===== config.mk =====
export PLATFORM = sky130hd
export DESIGN_NAME = s2_hyp_cordic
export DESIGN_NICKNAME = d
export VERILOG_FILES = /design/src/rtl/s2_hyp_cordic.sv
export SDC_FILE = /design/constraint.sdc
export NUM_CORES = 1
export LEC_CHECK = 0
export BUFFER_PORTS_ARGS = -buffer_cell sky130_fd_sc_hd__buf_4
export CORE_ASPECT_RATIO = 0.75
export CORE_MARGIN = 2
export CORE_UTILIZATION = 57
export CTS_BUF_LIST = sky130_fd_sc_hd__clkbuf_8
export DETAILED_ROUTE_END_ITERATION = 10
export PLACE_DENSITY = 0.8
export SYNTH_ARGS = -nofsm -noshare
export SYNTH_HDL_FRONTEND = slang
export SYNTH_SLANG_ARGS = --single-unit

===== constraint.sdc =====
create_clock -name iClk -period 5.2 [get_ports iClk]
set_clock_uncertainty 0.2 [all_clocks]
set_input_delay 0.78 -clock iClk [delete_from_list [all_inputs] [get_ports iClk]]
set_output_delay 0.78 -clock iClk [all_outputs]
set_load 0.01 [all_outputs]

===== src/rtl/s2_hyp_cordic.sv =====
// Hyperbolic CORDIC second stage: iterative rotation-mode core producing cosh/sinh
// from pre-scaled seeds and a residual angle, one micro-iteration per clock.
package hyperCord_pkg;
    localparam int I_INT_WIDTH  = 3;
    localparam int I_FRA_WIDTH  = 16;
    localparam int I_SIGN_WIDTH = 1;
    localparam int IDWIDTH      = I_SIGN_WIDTH + I_INT_WIDTH + I_FRA_WIDTH;
endpackage

module s2_hyp_cordic
    import hyperCord_pkg::*;
#(
    parameter int INT_WIDTH  = I_INT_WIDTH,
    parameter int FRA_WIDTH  = I_FRA_WIDTH,
    parameter int SIGN_WIDTH = I_SIGN_WIDTH,
    parameter int DWIDTH     = SIGN_WIDTH + INT_WIDTH + FRA_WIDTH
) (
    input  logic              iClk,
    input  logic              iRst,
    input  logic              iValid,
    output logic              iReady,
    input  logic [DWIDTH-1:0] iX,
    input  logic [DWIDTH-1:0] iY,
    input  logic [DWIDTH-1:0] iZ,
    output logic              oValid,
    input  logic              oReady,
    output logic [DWIDTH-1:0] coshOut,
    output logic [DWIDTH-1:0] sinhOut
);

    localparam logic [1:0] S_IDLE = 2'd0;
    localparam logic [1:0] S_RUN  = 2'd1;
    localparam logic [1:0] S_DONE = 2'd2;

    // 18 micro-iterations: shifts 1..16 with 4 and 13 executed twice
    localparam logic [4:0] LAST_ITER = 5'd17;

    // atanh(2^-i) as a truncated Taylor series at 48 fractional bits, rounded to FRA_WIDTH
    function automatic logic signed [DWIDTH-1:0] atanh_q(input int i);
        longint unsigned acc;
        longint unsigned rnd;
        int              sh;
        acc = 0;
        for (int k = 0; k < 24; k++) begin
            sh = i * (2 * k + 1);
            if (sh <= 48) begin
                acc += (64'd1 << (48 - sh)) / 64'(2 * k + 1);
            end
        end
        rnd = (acc + (64'd1 << (47 - FRA_WIDTH))) >> (48 - FRA_WIDTH);
        return DWIDTH'(rnd);
    endfunction

    logic signed [DWIDTH-1:0] atanh_tab [32];

    for (genvar g = 0; g < 32; g++) begin : g_atanh
        if (g >= 1 && g <= 16) begin : g_ent
            assign atanh_tab[g] = atanh_q(g);
        end else begin : g_nil
            assign atanh_tab[g] = '0;
        end
    end

    logic [1:0]               state_q, state_d;
    logic signed [DWIDTH-1:0] x_q, x_d, y_q, y_d, z_q, z_d;
    logic signed [DWIDTH-1:0] cosh_q, cosh_d, sinh_q, sinh_d;
    logic [4:0]               idx_q, idx_d, cnt_q, cnt_d;
    logic                     rep_q, rep_d;
    logic                     ovalid_q, ovalid_d;

    logic signed [DWIDTH-1:0] x_sh, y_sh, ang;
    logic signed [DWIDTH-1:0] x_nxt, y_nxt, z_nxt;

    assign iReady  = (state_q == S_IDLE);
    assign oValid  = ovalid_q;
    assign coshOut = cosh_q;
    assign sinhOut = sinh_q;

    // One rotation step; every update uses pre-update x/y/z and wraps modulo 2^DWIDTH
    always_comb begin
        x_sh = x_q >>> idx_q;
        y_sh = y_q >>> idx_q;
        ang  = atanh_tab[idx_q];
        if (!z_q[DWIDTH-1]) begin
            x_nxt = x_q + y_sh;
            y_nxt = y_q + x_sh;
            z_nxt = z_q - ang;
        end else begin
            x_nxt = x_q - y_sh;
            y_nxt = y_q - x_sh;
            z_nxt = z_q + ang;
        end
    end

    always_comb begin
        state_d  = state_q;
        x_d      = x_q;
        y_d      = y_q;
        z_d      = z_q;
        idx_d    = idx_q;
        rep_d    = rep_q;
        cnt_d    = cnt_q;
        cosh_d   = cosh_q;
        sinh_d   = sinh_q;
        ovalid_d = ovalid_q;
        case (state_q)
            S_IDLE: begin
                if (iValid && iReady) begin
                    state_d = S_RUN;
                    x_d     = $signed(iX);
                    y_d     = $signed(iY);
                    z_d     = $signed(iZ);
                    idx_d   = 5'd1;
                    rep_d   = 1'b0;
                    cnt_d   = 5'd0;
                end
            end
            S_RUN: begin
                x_d   = x_nxt;
                y_d   = y_nxt;
                z_d   = z_nxt;
                cnt_d = cnt_q + 5'd1;
                if ((idx_q == 5'd4 || idx_q == 5'd13) && !rep_q) begin
                    rep_d = 1'b1;
                end else begin
                    rep_d = 1'b0;
                    idx_d = idx_q + 5'd1;
                end
                if (cnt_q == LAST_ITER) begin
                    state_d  = S_DONE;
                    cosh_d   = x_nxt;
                    sinh_d   = y_nxt;
                    ovalid_d = 1'b1;
                    cnt_d    = 5'd0;
                end
            end
            S_DONE: begin
                if (oReady) begin
                    state_d  = S_IDLE;
                    ovalid_d = 1'b0;
                end
            end
            default: state_d = S_IDLE;
        endcase
    end

    always_ff @(posedge iClk) begin
        if (iRst) begin
            state_q  <= S_IDLE;
            x_q      <= '0;
            y_q      <= '0;
            z_q      <= '0;
            idx_q    <= '0;
            rep_q    <= 1'b0;
            cnt_q    <= '0;
            cosh_q   <= '0;
            sinh_q   <= '0;
            ovalid_q <= 1'b0;
        end else begin
            state_q  <= state_d;
            x_q      <= x_d;
            y_q      <= y_d;
            z_q      <= z_d;
            idx_q    <= idx_d;
            rep_q    <= rep_d;
            cnt_q    <= cnt_d;
            cosh_q   <= cosh_d;
            sinh_q   <= sinh_d;
            ovalid_q <= ovalid_d;
        end
    end

endmodule


==> qor.yml <==
clock_latency_ns: 0.46
worst_slack_ns: 0.08821
post-place-cells: 1749
p_sw_uw: 2668
p_int_uw: 2914
clk_pin_slew_worst_paths_ns: 0.09
via_per_inst: 6.729
initial_utilization: 0.5854
p_clk_frac: 0.159
critPathMaxStageDelay_ns: 0.38
setup_violations: 0
cpMostUsedCell: "ha_1"
die_x_um: 163.7
synth_edf_count: 0
maxCapViolCount: 0
grtUsageTotal: 0.3904
nets: 1661
clockBufferDepth: 2
hold_violations: 0
critical_path_buf_inv_count: 6
drtIter0Drc: 1649
gr-total-overflow: 0
netlist_area_mm2: 0.01090
ys_top_cells_by_area: "dfxtp_1 (21%), mux4_2 (9.7%), ha_1 (8.2%), a21oi_1 (6.6%), nor2_1 (5.8%)"
num_vias: 12000
dp_hpwl_um: 29800
holdCritStartpoint: "sinhOut[3]$_SDFFE_PP0P_"
numCtsBuffers: 17
yosysWarnings: 0
relSlewSlack: 0.3205
slowest_stage: "dfxtp_4"
avgRoutedWirePerCell_um: 22.54
critPathRequiredTime_ns: 5.32
highest_layer: "met4"
p_leak_uw: 0.005493
antenna_cells: 0
arrival_ns: 5.23
tns_ns: 0
ys.flop_type: "dfxtp_1"
wl_met1_um: 17110
cts_tree: "built"
place_area_mm2: 0.01263
maxSlewViolCount: 0
die_h_um: 123.7
fillers: 1477
syn_nets: 1501
ctsHtreeMaxLevel: 4
min_path_type: "flop to flop"
combPwrFrac: 0.647
vdd.ir_drop.worst_uv: 276.0
critPathLaunchType: "flop"
firstDrtPassIters: 6
antenna_found_initial: 0
p_seq_frac: 0.194
detail-route-antenna-nets: 0
syn_to_final_growth_pct: 22.24
synth_top_area_frac: 0.2094
synth.distinct_cells: 77
synth_seq_cells: 114
switching_share: 0.4780
p_per_area_mw_per_mm2: 419.1
wl_met3_um: 6755
crit_type: "flop to flop"
cts.sinks: 114
drc_errors: 0
crit_family: "compound AO/OA/AOI/OAI gates"
wl_met2_um: 15450
grt_pass1_vias: 10650
place_ws_ns: 0.01799
min_period_over_period: 0.9830
fmax_ghz: 0.1956
finalWirelength_um: 40180
drive_gt1_frac: 0.2598
postSynthAreaPerCell_um2: 7.995
critPathCaptureType: "flop"
synthArstFlopShare: 0
fin_cells: 1783
die_area_mm2: 0.02025
path_cells: "buf_6 -> buf_12 -> inv_1 -> ha_1 -> nor2_1 -> a211oi_2 -> nor2_2 -> inv_1 -> ha_1 -> nor3b_2 -> and3_2 -> buf_4 -> nor2_1 -> xnor2_1 -> ha_1 -> and2_1 -> buf_4 -> o21ai_1 -> nand3_1 -> a41oi_2 -> o21ai_0 -> a21oi_1 -> mux2i_1 -> a21oi_1"
cp_max_fo: 16
synth_seq_area_share: 0.2094
ioPinCount: 106
stdcell_area_mm2: 0.01332
port_buffers: 105
status: "finished, final reports clean"
rr_startpoint: "idx_q[1]$_SDFFE_PP0P_"
gp_congestion: 1.045
rsz0062_at_grt: "yes"
fin_crit_ns: 5.112
cts_root_buf: "clkbuf_8"
worst_pin_slew_ns: 1.017
coreArea_mm2: 0.01862
grt_pass1_wl_um: 60290
critical_path.startpoint: "idx_q[1]$_SDFFE_PP0P_"
placementRows: 43
holdBufCountCts: 0
grt_max_degree: 83
netlist_instances: 1363
netlist.top_cell.by_area: "dfxtp_1"
[logic make-up after synthesis]
family	synth area share
flip-flops	0.2094
XOR/XNOR	0.08026
AND/OR/NAND/NOR	0.1898
multiplexers	0.1335
adder cells (fa/ha/maj)	0.08704
AO/OA/AOI/OAI	0.2530
buffers and inverters	0.04696
[worst register-to-register path, cell delays in order, from the launching register on]
cell      delay (ns)
dfxtp_4         0.38
buf_6           0.15
buf_12          0.16
inv_1           0.14
ha_1            0.22
nor2_1          0.07
a211oi_2        0.35
nor2_2          0.10
inv_1           0.07
ha_1            0.17
nor3b_2         0.24
and3_2          0.27
buf_4           0.13
nor2_1          0.05
xnor2_1         0.21
ha_1            0.28
and2_1          0.16
buf_4           0.13
o21ai_1         0.21
nand3_1         0.18
a41oi_2         0.26
o21ai_0         0.20
a21oi_1         0.28
mux2i_1         0.26
a21oi_1         0.10
[final cells by class]
class | count | area, um2 | share of cell area
multi-input cells | 1128 | 8372 | 0.6285
flip-flops and latches | 114 | 2293 | 0.1722
repair buffers | 240 | 1863 | 0.1399
well taps | 247 | 309.0 | 0.02320
clock buffers | 17 | 234.0 | 0.01757
clock inverters | 15 | 166.4 | 0.01249
inverters | 22 | 82.58 | 0.006200
[repair_timing]
action	in CTS	in global routing
buffers inserted	0	2
resized for setup	2	62
pin swaps	0	8
setup endpoints to repair	2	36
cloned	0	0
[path summary, 6_finish.rpt]
check                           cells past startpoint  slack (ns)                      end
worst max-delay path                               24        0.09     z_q[18]$_SDFFE_PP0P_
worst min-delay path                                2        0.27  sinhOut[3]$_SDFFE_PP0P_
worst max register to register                     24        0.09     z_q[18]$_SDFFE_PP0P_
worst min register to register                      2        0.27  sinhOut[3]$_SDFFE_PP0P_
[Yosys cell counts (9+ instances only)]
cell type / number
or3_1: 10
nor2_1: 168
a22oi_1: 15
a21o_1: 17
xor2_1: 40
a21oi_1: 143
nand3_1: 19
nand2b_1: 17
o211ai_1: 10
nor2b_1: 9
o221ai_1: 38
buf_1: 18
mux2_2: 11
buf_2: 13
and2_1: 9
a211oi_1: 40
xnor2_1: 58
inv_1: 19
a31oi_1: 19
ha_1: 71
o21ai_0: 43
mux2i_1: 25
nand2_1: 140
clkbuf_1: 62
nor3_1: 40
mux4_2: 47
dfxtp_1: 114
o21a_1: 12
and3_1: 13
[layer usage]
metal / vias up / global-route usage
met5: - / 0
met4: 0 / 0.09539
met3: 97 / 0.1752
met2: 895 / 0.5116
met1: 5616 / 0.5739
li1: 5390 / -
[stage by stage]
stage / util / total power [uW] / hold slack (ns)
after floorplan: - / 3229 / 0.2362
after global placement: 0.6783 / 4364 / 0.2447
after detailed placement: 0.6783 / 4401 / 0.2517
after CTS: 0.7000 / 5316 / 0.2654
after global routing: 0.7156 / 5830 / 0.2800
final: 0.7156 / 5582 / 0.2666
[placed cells by master (no fill, tap or decap), drive strengths merged, types with 25 or more instances in the layout]
cell / Yosys / final
xor2: 41 / 41
mux4: 47 / 47
nor3: 40 / 40
nor2: 168 / 168
o221ai: 38 / 38
buf: 37 / 240
a21oi: 143 / 143
nand2: 140 / 140
xnor2: 58 / 58
dfxtp: 114 / 114
mux2i: 25 / 25
o21ai: 43 / 43
a211oi: 40 / 40
inv: 19 / 28
ha: 71 / 71
[flip-flops by register name, indices dropped and copies added, names as in the netlist]
register / cells
state_q: 2
coshOut: 20
idx_q: 5
x_q: 20
sinhOut: 20
rep_q: 1
z_q: 20
y_q: 20
oValid: 1
cnt_q: 5
[power by group through the flow]
stage          Sequential [uW]  Clock (uW)  Combinational, uW
3_3_place_gp              1090           0               3270
3_5_place_dp              1090           0               3310
4_1_cts                   1070         888               3360
5_1_grt                   1090         917               3830
2_1_floorplan             1050           0               2180
6_report                  1090         886               3610
No activity file was read; power rests on OpenSTA's default activity.
